===== config.mk =====
export PLATFORM = sky130hd
export DESIGN_NAME = if_fetch_unit
export DESIGN_NICKNAME = d
export VERILOG_FILES = /design/src/rtl/if_fetch_unit.sv
export SDC_FILE = /design/constraint.sdc
export NUM_CORES = 1
export LEC_CHECK = 0
export ABC_AREA = 1
export BUFFER_PORTS_ARGS = -buffer_cell sky130_fd_sc_hd__buf_2
export CAP_MARGIN = 20
export CORE_ASPECT_RATIO = 1.25
export CORE_UTILIZATION = 45
export CTS_CLUSTER_SIZE = 12
export DETAILED_ROUTE_END_ITERATION = 10
export HOLD_SLACK_MARGIN = 0.15
export PLACE_DENSITY_LB_ADDON = 0.1
export SYNTH_ARGS = -nofsm -noshare
export SYNTH_HDL_FRONTEND = slang
export SYNTH_SLANG_ARGS = --single-unit

===== constraint.sdc =====
create_clock -name clk -period 6.05 [get_ports clk]
set_input_delay 1.21 -clock clk [delete_from_list [all_inputs] [get_ports clk]]
set_output_delay 1.21 -clock clk [all_outputs]
set_load 0.05 [all_outputs]

===== src/rtl/if_fetch_unit.sv =====
// Instruction-fetch stage: owns the PC, issues word fetches over req/gnt/rvalid,
// buffers returned words in order and hands {instruction, pc} to decode.
module if_fetch_unit #(
  parameter logic [31:0] RESET_PC  = 32'h0000_0000,
  parameter int unsigned BUF_DEPTH = 2
) (
  input  logic        clk,
  input  logic        reset,
  output logic        imem_req,
  output logic [31:0] imem_addr,
  input  logic        imem_gnt,
  input  logic        imem_rvalid,
  input  logic [31:0] imem_rdata,
  input  logic        redirect,
  input  logic [31:0] redirect_pc,
  input  logic        id_ready,
  output logic        instr_valid,
  output logic [31:0] instruction,
  output logic [31:0] instr_pc,
  output logic [31:0] instr_pc_plus4,
  output logic        fetch_fault
);

  localparam int unsigned PTR_W = $clog2(BUF_DEPTH);
  localparam int unsigned CNT_W = PTR_W + 1;

  typedef enum logic [1:0] {
    S_IDLE,
    S_FETCH,
    S_FAULT
  } state_e;

  state_e           state_q, state_d;
  logic [31:0]      fetch_pc_q, fetch_pc_d;
  logic [CNT_W-1:0] outstanding_q, outstanding_d;
  logic [CNT_W-1:0] drop_q, drop_d;
  logic [CNT_W-1:0] count_q, count_d;
  logic [PTR_W-1:0] rd_ptr_q, rd_ptr_d;
  logic [PTR_W-1:0] dwr_ptr_q, dwr_ptr_d;
  logic [PTR_W-1:0] pwr_ptr_q, pwr_ptr_d;
  logic [31:0]      data_q [BUF_DEPTH];
  logic [31:0]      pc_q   [BUF_DEPTH];

  logic in_fetch, redirect_ok, redirect_bad;
  logic issue, resp, push, pop;

  // State register
  always_ff @(posedge clk or negedge reset) begin
    if (!reset) state_q <= S_IDLE;
    else        state_q <= state_d;
  end

  // NOTE: every always_comb output gets a default first so no latch is inferred.
  always_comb begin
    state_d = state_q;
    unique case (state_q)
      S_IDLE:  state_d = S_FETCH;
      S_FETCH: if (redirect && (redirect_pc[1:0] != 2'b00)) state_d = S_FAULT;
      S_FAULT: state_d = S_FAULT;
      default: state_d = S_IDLE;
    endcase
  end

  always_comb begin
    imem_req    = 1'b0;
    instr_valid = 1'b0;
    fetch_fault = 1'b0;
    unique case (state_q)
      S_FETCH: begin
        imem_req    = !redirect && ((outstanding_q + count_q) < CNT_W'(BUF_DEPTH));
        instr_valid = (count_q != '0);
      end
      S_FAULT: fetch_fault = 1'b1;
      default: ;
    endcase
  end

  assign in_fetch     = (state_q == S_FETCH);
  assign redirect_ok  = in_fetch && redirect && (redirect_pc[1:0] == 2'b00);
  assign redirect_bad = in_fetch && redirect && (redirect_pc[1:0] != 2'b00);
  assign issue        = imem_req && imem_gnt;
  // A response with nothing outstanding is stale (e.g. from before reset) and ignored.
  assign resp         = imem_rvalid && (outstanding_q != '0);
  assign push         = resp && (drop_q == '0) && in_fetch && !redirect;
  assign pop          = instr_valid && id_ready;

  always_comb begin
    fetch_pc_d    = fetch_pc_q;
    outstanding_d = outstanding_q + CNT_W'(issue) - CNT_W'(resp);
    drop_d        = drop_q;
    count_d       = count_q + CNT_W'(push) - CNT_W'(pop);
    rd_ptr_d      = rd_ptr_q;
    dwr_ptr_d     = dwr_ptr_q;
    pwr_ptr_d     = pwr_ptr_q;
    if (resp && (drop_q != '0)) drop_d    = drop_q - CNT_W'(1);
    if (issue) begin
      fetch_pc_d = fetch_pc_q + 32'd4;
      pwr_ptr_d  = pwr_ptr_q + PTR_W'(1);
    end
    if (push) dwr_ptr_d = dwr_ptr_q + PTR_W'(1);
    if (pop)  rd_ptr_d  = rd_ptr_q + PTR_W'(1);
    // Any redirect flushes the buffer; everything still in flight must be discarded.
    if (redirect_ok || redirect_bad) begin
      drop_d    = outstanding_q - CNT_W'(resp);
      count_d   = '0;
      rd_ptr_d  = '0;
      dwr_ptr_d = '0;
      pwr_ptr_d = '0;
      if (redirect_ok) fetch_pc_d = redirect_pc;
    end
  end

  // NOTE: the buffer is tiny and its head drives the outputs, so it is reset to give defined zeros.
  always_ff @(posedge clk or negedge reset) begin
    if (!reset) begin
      fetch_pc_q    <= RESET_PC;
      outstanding_q <= '0;
      drop_q        <= '0;
      count_q       <= '0;
      rd_ptr_q      <= '0;
      dwr_ptr_q     <= '0;
      pwr_ptr_q     <= '0;
      for (int i = 0; i < int'(BUF_DEPTH); i++) begin
        data_q[i] <= '0;
        pc_q[i]   <= '0;
      end
    end else begin
      fetch_pc_q    <= fetch_pc_d;
      outstanding_q <= outstanding_d;
      drop_q        <= drop_d;
      count_q       <= count_d;
      rd_ptr_q      <= rd_ptr_d;
      dwr_ptr_q     <= dwr_ptr_d;
      pwr_ptr_q     <= pwr_ptr_d;
      if (issue) pc_q[pwr_ptr_q]   <= fetch_pc_q;
      if (push)  data_q[dwr_ptr_q] <= imem_rdata;
    end
  end

  assign imem_addr      = fetch_pc_q;
  assign instruction    = data_q[rd_ptr_q];
  assign instr_pc       = pc_q[rd_ptr_q];
  assign instr_pc_plus4 = instr_pc + 32'd4;

endmodule


==> impl_metrics.json <==
{
  "crit_chain": "buf_4 -> nand2_1 -> nand2_1 -> ha_1 -> nand2_1 -> nor2_2 -> nand3_1 -> nor2_2 -> nand3_1 -> nand2_1 -> buf_2",
  "skew_ns": 0.0103,
  "regArea_um2": 4280,
  "grt_overflow": 0,
  "synth-async-reset-ratio": 1.00,
  "ios": 201,
  "synth_top_area_share": 0.457,
  "yosysWarnings": 0,
  "gp_congestion": 0.907,
  "dieArea_um2": 21400,
  "p_per_area_nw_per_um2": 613,
  "postCtsResizedCells": 0,
  "drt_iter0_markers": 451,
  "port_buffers": 200,
  "syn_to_final_growth_pct": 19.7,
  "cp-start-kind": "flop",
  "synth-main-ff-cell": "dfrtp_1",
  "power_frac_seq": 0.276,
  "dp_hpwl_mm": 19.0,
  "slowest_delay_ns": 0.63,
  "vias_per_cell": 4.93,
  "worst_slack_ns": 1.60,
  "grt_pass1_vias": 8224,
  "multiInputGateArea_um2": 4290,
  "syn-cell-area_um2": 9370,
  "postSynthCellCount": 1327,
  "fin_area_um2": 11200,
  "worst_pin_slew_ns": 0.867,
  "synth_edf_count": 0,
  "clockPowerShare": 0.164,
  "status": "completed",
  "comb_power_share": 0.560,
  "layout-drive-gt1-share": 0.181,
  "cts_max_path_buffers": 2,
  "firstDrtPassIters": 5,
  "cpMostUsedCell": "nand2_1",
  "p_int_mw": 3.04,
  "yosysSeqAreaShare": 0.457,
  "clock-root-buffer": "clkbuf_16",
  "crit_type": "flop to primary output",
  "die_x_um": 131,
  "drc_errors": 0,
  "syn-num-nets": 1408,
  "end_kind": "primary output",
  "grt_pass1_wl_mm": 41.5,
  "maxSlewViolCount": 0,
  "p_sw_frac": 0.557,
  "cts_tree": "built",
  "power.total_mw": 6.87,
  "cts_buffers": 17,
  "core-area_um2": 20200,
  "path_delay_family": "simple AND/OR/NAND/NOR gates",
  "grt_max_degree": 78,
  "postCtsHoldBufs": 0,
  "clk_pin_slew_ns": 0.07,
  "arrival_ns": 3.24,
  "rsz0062_at_grt": "false",
  "crit_path_top_delay_cell": "buf_4",
  "wl_per_cell_um": 14.5,
  "pre_cts_ws_ns": 1.79,
  "peakVddDrop_v": 0.000338,
  "fin_crit_sh": 0.735,
  "leakagePower_nw": 6.00,
  "globalRouteTotalUtil": 0.255,
  "drt-total-wl_mm": 25.9,
  "synth.avg_cell_area_um2": 7.06,
  "num_rows": 58,
  "post_cts_buffers": 0,
  "die_h_um": 163,
  "crit_buf_inv": 2,
  "fmax_mhz": 225,
  "n_fill_cell": 2012,
  "h-tree-depth": 4,
  "drtAntennaViolNets": 0,
  "path_max_fanout": 77,
  "place_area_um2": 10500,
  "yosys.area.top_type": "dfrtp_1",
  "netlist_top_cells_area": "dfrtp_1 46%, nand2_1 21%, o21ai_0 8.3%",
  "antenna_found_initial": 5,
  "num_vias": 8833,
  "clock-sinks": 171,
  "initial_utilization": 0.463,
  "slew_headroom": 0.420,
  "switchingPower_mw": 3.83,
  "cap_violations": 0,
  "finalHoldViolCount": 0,
  "clk_latency_ns": 0.42,
  "yosysUniqueCellTypes": 28,
  "final_nets": 1585,
  "final.setup.tns_ns": 0,
  "synth_seq_cells": 171,
  "critPathRequiredTime_ns": 4.84,
  "hold_path.class": "flop to flop",
  "fin_crit_ns": 4.45,
  "setup_viol": 0
}
==> Yosys cell counts (11+ instances only) <==
library cell / number
buf_2: 11
nand2_1: 528
nor2_1: 88
ha_1: 11
o21ai_0: 155
dfrtp_1: 171
nand4_1: 14
clkbuf_1: 31
xor2_1: 18
inv_1: 143
o21ai_1: 13
nand3_1: 88
==> power by group through the flow <==
stage,combinational [mW],clock (mW),sequential (mW)
floorplan,2.61,0,2.21
global placement,3.82,0,1.90
detailed placement,3.84,0,1.91
CTS,3.86,1.15,1.89
global route,4.20,1.20,1.96
finish,3.85,1.13,1.89
==> placed cells by master, fill, tap and decap left out, types with 2 or more instances in the layout <==
master / instances
nor2_4: 2
o21ai_4: 2
inv_2: 4
diode_2: 3
inv_6: 6
o21ai_2: 9
inv_8: 3
nand3b_1: 3
bufinv_16: 2
a21oi_1: 2
nand4_1: 14
clkbuf_16: 17
xnor2_1: 3
nand3_1: 88
o21ai_1: 13
nor2_1: 88
ha_1: 11
dfrtp_1: 170
nor3_1: 5
buf_2: 199
buf_4: 9
inv_1: 143
nand2_1: 528
xor2_1: 18
clkinv_4: 2
o21ai_0: 155
nor2_2: 9
buf_12: 2
==> metal layers <==
| layer | up-vias | global-route usage | wire length, um |
|---|---|---|---|
| met5 | - | 0 | 27 |
| met4 | 4 | 0.106 | 835 |
| met3 | 46 | 0.0622 | 1420 |
| met2 | 228 | 0.431 | 12600 |
| met1 | 4035 | 0.307 | 11000 |
| li1 | 4520 | - | - |
==> metrics by stage <==
step	std cells	hold slack, ns	util
3_5_place_dp	1752	0.468	0.520
6_report	1790	0.482	0.554
5_1_grt	1787	0.496	0.554
2_1_floorplan	1327	0.445	-
4_1_cts	1784	0.485	0.550
3_3_place_gp	1752	0.461	0.520
==> final timing paths <==
path / start / endpoint / slack, ns / depth (start not counted)
max: rd_ptr_q / instr_pc_plus4[30] / 1.60 / 11
min: pc_q[61] / pc_q[61] / 0.48 / 2
max reg2reg: state_q[1] / outstanding_q[1] / 3.24 / 12
min reg2reg: pc_q[61] / pc_q[61] / 0.48 / 2
max in group asynchronous: reset / rd_ptr_q / 4.02 / 2
min in group asynchronous: reset / data_q[25] / 0.77 / 1
==> flip-flops by register name, indices dropped and copies added, names as in the netlist, named ones only <==
signal	count
pc_q	64
imem_addr	31
outstanding_q	2
dwr_ptr_q	1
drop_q	2
data_q	64
state_q	2
pwr_ptr_q	1
rd_ptr_q	1
count_q	2
==> kinds of logic after synthesis <==
| kind of cell | Yosys count | share of synthesized area |
|---|---|---|
| simple gates | 741 | 0.320 |
| xor+xnor | 21 | 0.0196 |
| fa+ha+maj | 11 | 0.0147 |
| buf+inv | 201 | 0.0856 |
| flops | 171 | 0.457 |
| compound gates | 182 | 0.103 |
==> tightest hold or removal path: cells and delay by family (launching register included) <==
family             cells  cell delay (ns)
DFF                    1             0.34
AOI/OAI and AO/OA      1             0.06
and+or+nand+nor        1             0.05
==> area by class of cell <==
class                      instances  area share
inverter                         147      0.0492
timing repair buffer             212       0.102
clock buffer                      18      0.0391
tap                              270      0.0301
antenna                            3    0.000669
clock inverter                    14      0.0153
multi-input combinational        955       0.382
sequential                       171       0.381
No activity file was read; power rests on OpenSTA's default activity.
